### config.mk
export PLATFORM = sky130hd
export DESIGN_NAME = seq_bit_serializer
export DESIGN_NICKNAME = d
export VERILOG_FILES = /design/src/rtl/seq_bit_serializer.sv
export SDC_FILE = /design/constraint.sdc
export NUM_CORES = 1
export LEC_CHECK = 0
export CORE_MARGIN = 3
export CORE_UTILIZATION = 45
export DETAILED_ROUTE_END_ITERATION = 8
export PLACE_DENSITY = 0.75
export SLEW_MARGIN = 20
export SYNTH_ARGS = -nofsm -noshare
export SYNTH_HDL_FRONTEND = slang
export SYNTH_SLANG_ARGS = --single-unit
export TNS_END_PERCENT = 5
### constraint.sdc
create_clock -name clk -period 3.3 [get_ports clk]
set_clock_uncertainty 0.15 [all_clocks]
set_input_delay 0.66 -clock clk [delete_from_list [all_inputs] [get_ports clk]]
set_output_delay 0.66 -clock clk [all_outputs]
set_load 0.005 [all_outputs]
### src/rtl/seq_bit_serializer.sv
// -----------------------------------------------------------------------------
// seq_bit_serializer
// Parallel-to-serial feeder for the Moore sequence detector. A word is accepted
// over a valid/ready handshake and its bits are emitted on x, one per clock.
// x_valid and word_done frame the stream for downstream logging.
//
// Ports
//   clk        system clock, all state changes on the rising edge
//   rst        synchronous reset, active-high
//   in_data    parallel word, captured only on an accept edge
//   in_valid   source has a word available
//   in_ready   serializer can take a word this cycle (never depends on in_valid)
//   x          registered serial bit, IDLE_BIT when x_valid is low
//   x_valid    registered, x carries a data bit this cycle
//   word_done  high while the last bit of a word is on x
//   bit_idx    emission-order index of the bit currently on x
//   busy       serializer is in the SHIFT state
// -----------------------------------------------------------------------------
module seq_bit_serializer #(
   parameter int unsigned  WIDTH     = 8,
   parameter bit           MSB_FIRST = 1'b1,
   parameter bit           IDLE_BIT  = 1'b0,
   localparam int unsigned CW        = (WIDTH > 1) ? $clog2(WIDTH) : 1
) (
   input  logic             clk,
   input  logic             rst,
   input  logic [WIDTH-1:0] in_data,
   input  logic             in_valid,
   output logic             in_ready,
   output logic             x,
   output logic             x_valid,
   output logic             word_done,
   output logic [CW-1:0]    bit_idx,
   output logic             busy
);

   typedef enum logic {
      S_IDLE,
      S_SHIFT
   } state_t;

   localparam logic [CW-1:0] LAST_IDX = CW'(WIDTH - 1);

   state_t           r_state;
   state_t           w_state_next;
   logic [WIDTH-1:0] r_sreg;
   logic [WIDTH-1:0] w_sreg_shift;
   logic [CW-1:0]    r_cnt;
   logic             r_x;
   logic             r_x_valid;
   logic             w_last;
   logic             w_accept;
   logic             w_first_bit;
   logic             w_next_bit;

   // Next-state and handshake logic
   always_comb begin
      w_state_next = r_state;
      w_last       = (r_state == S_SHIFT) && (r_cnt == LAST_IDX);
      // Ready again on the last bit so a following word streams with no gap.
      in_ready     = !rst && ((r_state == S_IDLE) || w_last);
      w_accept     = in_valid && in_ready;
      case (r_state)
         S_IDLE:  if (w_accept) w_state_next = S_SHIFT;
         S_SHIFT: if (w_last && !w_accept) w_state_next = S_IDLE;
         default: w_state_next = S_IDLE;
      endcase
   end

   always_ff @(posedge clk) begin
      if (rst) r_state <= S_IDLE;
      else     r_state <= w_state_next;
   end

   // The shift register always holds the word with the bit currently on x at
   // its emitting end; shifting exposes the next bit for the following cycle.
   always_comb begin
      w_sreg_shift = MSB_FIRST ? (r_sreg << 1) : (r_sreg >> 1);
      w_first_bit  = MSB_FIRST ? in_data[WIDTH-1] : in_data[0];
      w_next_bit   = MSB_FIRST ? w_sreg_shift[WIDTH-1] : w_sreg_shift[0];
   end

   always_ff @(posedge clk) begin
      if (rst) begin
         r_sreg    <= '0;
         r_cnt     <= '0;
         r_x       <= IDLE_BIT;
         r_x_valid <= 1'b0;
      end else if (w_accept) begin
         r_sreg    <= in_data;
         r_cnt     <= '0;
         r_x       <= w_first_bit;
         r_x_valid <= 1'b1;
      end else if (r_state == S_SHIFT) begin
         if (w_last) begin
            r_cnt     <= '0;
            r_x       <= IDLE_BIT;
            r_x_valid <= 1'b0;
         end else begin
            r_sreg    <= w_sreg_shift;
            r_cnt     <= r_cnt + 1'b1;
            r_x       <= w_next_bit;
         end
      end
   end

   always_comb begin
      x         = r_x;
      x_valid   = r_x_valid;
      word_done = w_last;
      bit_idx   = r_cnt;
      busy      = (r_state == S_SHIFT);
   end

endmodule

==> flow_summary.json, run 1 <==
{
  "outcome": "finished clean",
  "grt_pass1_vias": 399,
  "slowest_stage": "clkdlybuf4s50_1",
  "end_kind": "output pin",
  "max_cap_violations": 0,
  "port_buffers": 18,
  "maxSlewViolCount": 0,
  "grt_pass1_wl_um": 1960,
  "antenna_left": 0,
  "cts_buffers": 3,
  "setup_viol": 0,
  "dp_hpwl_um": 814,
  "clock_sinks": 13,
  "netlist.area_leader.share_pct": 41.8,
  "drc": 0,
  "antenna_found_initial": 0,
  "ios": 19,
  "fp.dieH_um": 43.2,
  "rsz0062_at_grt": "false",
  "fillCellCount": 104,
  "cp-start-kind": "flip-flop",
  "coreArea_um2": 1200,
  "htree_levels": 1,
  "cts_resized": 0,
  "layout.nets": 98,
  "power.static_leakage_nw": 0.334,
  "rows": 12,
  "fin_tns_setup_ns": 0,
  "vdd_drop_max_uv": 261,
  "power_per_cell_area_nw_per_um2": 406,
  "cp.required_ns": 2.49,
  "worst_r2r_endpoint": "x$_SDFFE_PP0P_",
  "worstPathArrival_ns": 1.98,
  "finalCritPeriodShare_pct": 84.6,
  "clk_path_buf_depth": 2,
  "ys_types": 23,
  "critPathMaxFanout": 8,
  "hold_class": "flip-flop to flip-flop",
  "period_minus_slack_ns": 2.79,
  "syn_area_per_cell_um2": 9.44,
  "path_common_cell": "ha_1",
  "async_flop_share_pct": 0,
  "diodes": 0,
  "clk_latency_ns": 0.28,
  "synth_edf_count": 0,
  "r2r-start": "bit_idx[0]$_SDFFE_PP0P_",
  "wirelength_um": 1200,
  "routedWlPerCell_um": 12.2,
  "start_util_pct": 51.9,
  "ctsRootBufferMaster": "clkbuf_4",
  "path_clk_slew_ns": 0.08,
  "synthToLayoutAreaGrowth_pct": 30.3,
  "synth_area_leader_cell": "dfxtp_1",
  "vias": 505,
  "cts_hold_buf": 0,
  "syn_area_um2": 623,
  "vias_per_cell": 5.15,
  "syn-num-nets": 79,
  "fmax_mhz": 358,
  "globalRoute.totalOverflow": 0,
  "whs_ns": 0.346,
  "path_cells": "ha_1 > ha_1 > and2b_1 > nor2_1 > clkdlybuf4s50_1",
  "synth_common_cells": "nor2_1, dfxtp_1, a211oi_1, mux2i_1",
  "yosysWarnings": 0,
  "critPathLaunch": "bit_idx[0]$_SDFFE_PP0P_",
  "synthCells": 66,
  "place.gp.congestion": 0.733,
  "grtUsageTotal_pct": 14.5,
  "cts_tree": "built",
  "dr.first_iter.drc_count": 6,
  "tightest_slew_ns": 0.713,
  "regToRegSetupSlack_ns": 1.64,
  "critical_path_class": "flip-flop to output pin",
  "first_pass_iters": 4,
  "grt_max_degree": 17,
  "post_cts.repair.setup_buffers": 0,
  "ys_seq_elements": 13,
  "yosysMostFrequentCell": "nor2_1",
  "layout-drive-gt1-share_pct": 7.14,
  "slowest_delay_ns": 0.51,
  "slew_headroom_pct": 52.3,
  "synthFlopType": "dfxtp_1",
  "synth_area_leaders": "dfxtp_1, mux2i_1, nor2_1",
  "synth-seq-area-share_pct": 41.8,
  "rr_worst_depth": 5,
  "dieWidth_um": 43.2,
  "crit_end": "in_ready",
  "die-area_um2": 1870,
  "hold_viol_final": 0
}
## critical path: cells and delay by family, from the launching register on
| kind | cells | cell delay [ns] |
|---|---|---|
| and+or+nand+nor | 2 | 0.37 |
| buffers and inverters | 1 | 0.51 |
| adders and majority gates | 2 | 0.46 |
| DFF | 1 | 0.37 |
## cells in the final DEF, fill, tap and decap left out, drive strengths merged
master | Yosys | layout
and2 | 1 | 1
nor3 | 2 | 2
a21o | 1 | 1
clkdlybuf4s50 | 0 | 18
dfxtp | 13 | 13
a21oi | 1 | 1
clkbuf | 1 | 4
and2b | 1 | 1
inv | 2 | 2
a211oi | 7 | 7
o32a | 1 | 1
nor2 | 15 | 15
a311oi | 1 | 1
a32oi | 2 | 2
nand2b | 2 | 2
nand2 | 2 | 2
mux2i | 7 | 7
buf | 4 | 1
ha | 2 | 2
nor3b | 1 | 1
## final cells by class
cell class,count,area [um2],share of cell area [%]
clock buffers,4,26.3,3.24
repair buffers,19,188,23.1
inverters,2,7.51,0.924
well taps,14,17.5,2.16
multi-input cells,46,313,38.5
flip-flops and latches,13,260,32.0
## per-layer routing
layer  routed length (um)  track usage [%]  part of all wire [%]
met4                   22             7.23                   1.8
met1                  615             21.4                    51
met2                  481             15.6                    40
met5                    0                0                     0
met3                   78             8.05                   6.5
## power breakdown
group          switching, mW  leakage, nW  internal [mW]
logic                 0.0221        0.211         0.0334
registers            0.00864        0.107          0.168
clock network         0.0510       0.0150         0.0469
## metrics by stage
stage	setup WS, ns	util, %	total power, mW	instances	instance area (um2)
finish	0.508	67.6	0.330	98	812
CTS	0.503	67.6	0.335	98	812
global route	0.353	67.6	0.352	98	812
detailed placement	0.766	65.4	0.236	94	786
global placement	0.745	65.4	0.235	94	786
floorplan	1.42	-	0.212	66	623
## flip-flops by register name, summed over array words and instances (netlist names)
name     count
bit_idx      3
x            1
busy         1
x_valid      1
r_sreg       7
## how the worst min path moves through the flow
stage                           startpoint                     end  slack [ns]  cells after the start
finish              r_sreg[3]$_SDFFE_PP0P_  r_sreg[4]$_SDFFE_PP0P_        0.35                      2
global placement    r_sreg[2]$_SDFFE_PP0P_  r_sreg[3]$_SDFFE_PP0P_        0.34                      2
CTS                 r_sreg[1]$_SDFFE_PP0P_  r_sreg[2]$_SDFFE_PP0P_        0.35                      2
detailed placement  r_sreg[3]$_SDFFE_PP0P_  r_sreg[4]$_SDFFE_PP0P_        0.34                      2
floorplan           r_sreg[3]$_SDFFE_PP0P_  r_sreg[4]$_SDFFE_PP0P_        0.32                      2
global route        r_sreg[4]$_SDFFE_PP0P_  r_sreg[5]$_SDFFE_PP0P_        0.38                      2
## cell families (layout without fill, tap and decap cells)
| kind of cell | after synthesis | count (layout) | share of synthesized area, % |
|---|---|---|---|
| and+or+nand+nor | 24 | 24 | 18.7 |
| adders and majority gates | 2 | 2 | 4.02 |
| muxes | 7 | 7 | 11.2 |
| buffers and inverters | 7 | 25 | 8.03 |
| AOI/OAI and AO/OA | 13 | 13 | 16.3 |
| DFF | 13 | 13 | 41.8 |
(Power assumes the default switching activity.)
==> run 2, diff against run 1 <==
- CORE_UTILIZATION: 45 -> 39
- PLACE_DENSITY: 0.75 -> 0.69
- clock period: 3.3 -> 2.4 ns (I/O delays scaled with it)
==> run 2 against run 1 <==
Effect of this change:
- critical path depth shrank 1
- sequential cell count unchanged
- register-to-register slack lost 0.81 ns
- highest routed layer unchanged
==> flow_summary.json, run 2 (synthesized netlist as in run 1, its figures left out) <==
{
  "outcome": "finished clean",
  "rows": 13,
  "period_minus_slack_ns": 2.26,
  "path_clk_slew_ns": 0.07,
  "drc": 0,
  "layout-drive-gt1-share_pct": 13.6,
  "cts_resized": 3,
  "path_cells": "ha_1 > ha_2 > and2_2 > clkdlybuf4s50_1",
  "dr.first_iter.drc_count": 5,
  "critPathLaunch": "bit_idx[1]$_SDFFE_PP0P_",
  "cts_tree": "built",
  "dp_slack_ns": 0.177,
  "power.static_leakage_nw": 0.353,
  "place.gp.congestion": 0.668,
  "vias_per_cell": 5.19,
  "slowest_delay_ns": 0.49,
  "fin_tns_setup_ns": 0,
  "layout.nets": 102,
  "hold_viol_final": 0,
  "grt_max_degree": 14,
  "regToRegSetupSlack_ns": 0.83,
  "ctsRootBufferMaster": "clkbuf_4",
  "dp_hpwl_um": 1020,
  "worst_r2r_endpoint": "x_valid$_SDFFE_PP0P_",
  "end_kind": "output pin",
  "cp.required_ns": 1.77,
  "power_per_cell_area_nw_per_um2": 541,
  "dieWidth_um": 46.0,
  "coreArea_um2": 1400,
  "post_cts.repair.setup_buffers": 0,
  "routedWlPerCell_um": 12.9,
  "rsz0062_at_grt": "false",
  "fmax_mhz": 442,
  "final_cell_mix": "clkdlybuf4s50_1, nor2_1, dfxtp_1, mux2i_1, a211oi_1",
  "fin_ws_ns": 0.136,
  "wirelength_um": 1330,
  "critPathMaxFanout": 5,
  "clk_path_buf_depth": 2,
  "vias": 535,
  "htree_levels": 1,
  "clk_latency_ns": 0.28,
  "cts_buffers": 3,
  "rr_worst_depth": 5,
  "final_common_cell": "clkdlybuf4s50_1",
  "largest_reg_flops": 7,
  "ios": 19,
  "diodes": 0,
  "tightest_slew_ns": 0.367,
  "grt_pass1_wl_um": 2130,
  "start_util_pct": 44.5,
  "fp.dieH_um": 46.0,
  "cts_hold_buf": 0,
  "grtUsageTotal_pct": 14.3,
  "setup_viol": 0,
  "worstPathArrival_ns": 1.63,
  "vdd_drop_max_uv": 417,
  "globalRoute.totalOverflow": 0,
  "grt_pass1_vias": 469,
  "regMostFlops": "r_sreg",
  "die-area_um2": 2110,
  "critical_path_class": "flip-flop to output pin",
  "crit_end": "word_done",
  "slew_headroom_pct": 75.4,
  "port_buffers": 18,
  "slowest_stage": "clkdlybuf4s50_1",
  "synthToLayoutAreaGrowth_pct": 35.7,
  "first_pass_iters": 4,
  "r2r-start": "bit_idx[0]$_SDFFE_PP0P_",
  "antenna_found_initial": 0,
  "finalCritPeriodShare_pct": 94.3,
  "antenna_left": 0,
  "max_cap_violations": 0,
  "clock_sinks": 13,
  "maxSlewViolCount": 0,
  "cp-start-kind": "flip-flop",
  "hold_class": "flip-flop to flip-flop"
}
-- run 2: power by group --
part           switching (mW)  internal (mW)
Combinational          0.0349         0.0483
Clock                  0.0693         0.0646
Sequential            0.00948          0.231
-- run 2: cell type report --
type                            count  area, um2
Clock buffer                        4       26.3
Inverter                            2       7.51
Fill cell                         133        553
Multi-Input combinational cell     46        315
Sequential cell                    13        262
Tap cell                           15       18.8
Timing Repair Buffer               23        216
-- run 2: worst min path at each step --
stage / startpoint / to / slack (ns) / depth (start not counted)
CTS: r_sreg[1]$_SDFFE_PP0P_ / r_sreg[2]$_SDFFE_PP0P_ / 0.36 / 2
floorplan: r_sreg[3]$_SDFFE_PP0P_ / r_sreg[4]$_SDFFE_PP0P_ / 0.32 / 2
detailed placement: r_sreg[1]$_SDFFE_PP0P_ / r_sreg[2]$_SDFFE_PP0P_ / 0.35 / 2
finish: r_sreg[1]$_SDFFE_PP0P_ / r_sreg[2]$_SDFFE_PP0P_ / 0.36 / 2
global route: r_sreg[4]$_SDFFE_PP0P_ / r_sreg[5]$_SDFFE_PP0P_ / 0.39 / 2
global placement: r_sreg[5]$_SDFFE_PP0P_ / r_sreg[6]$_SDFFE_PP0P_ / 0.35 / 2
-- run 2: worst max-delay path: cells and delay by family, from the launching register on --
kind          cells  cell delay, ns
buf+inv           1            0.49
simple gates      1            0.15
flops             1            0.36
fa+ha+maj         2            0.37
-- run 2: per-stage QoR --
stage          area, um2  hold slack, ns  total power, mW  util, %  cells
6_report             846           0.359            0.458     60.5    103
5_1_grt              846           0.386            0.483     60.5    103
4_1_cts              846           0.359            0.463     60.5    103
3_5_place_dp         817           0.348            0.330     58.4     99
3_3_place_gp         817           0.346            0.328     58.4     99
2_1_floorplan        623           0.322            0.292        -     66
-- run 2: per-layer routing --
| layer | wire [um] | share of wire (%) | vias to the layer above | GRT usage [%] |
|---|---|---|---|---|
| met2 | 618 | 47 | 11 | 21.2 |
| met5 | 0 | 0 | - | 0 |
| met4 | 10 | 0.75 | 0 | 3.41 |
| met1 | 620 | 47 | 245 | 19.0 |
| li1 | - | - | 277 | - |
| met3 | 76 | 5.7 | 2 | 5.93 |
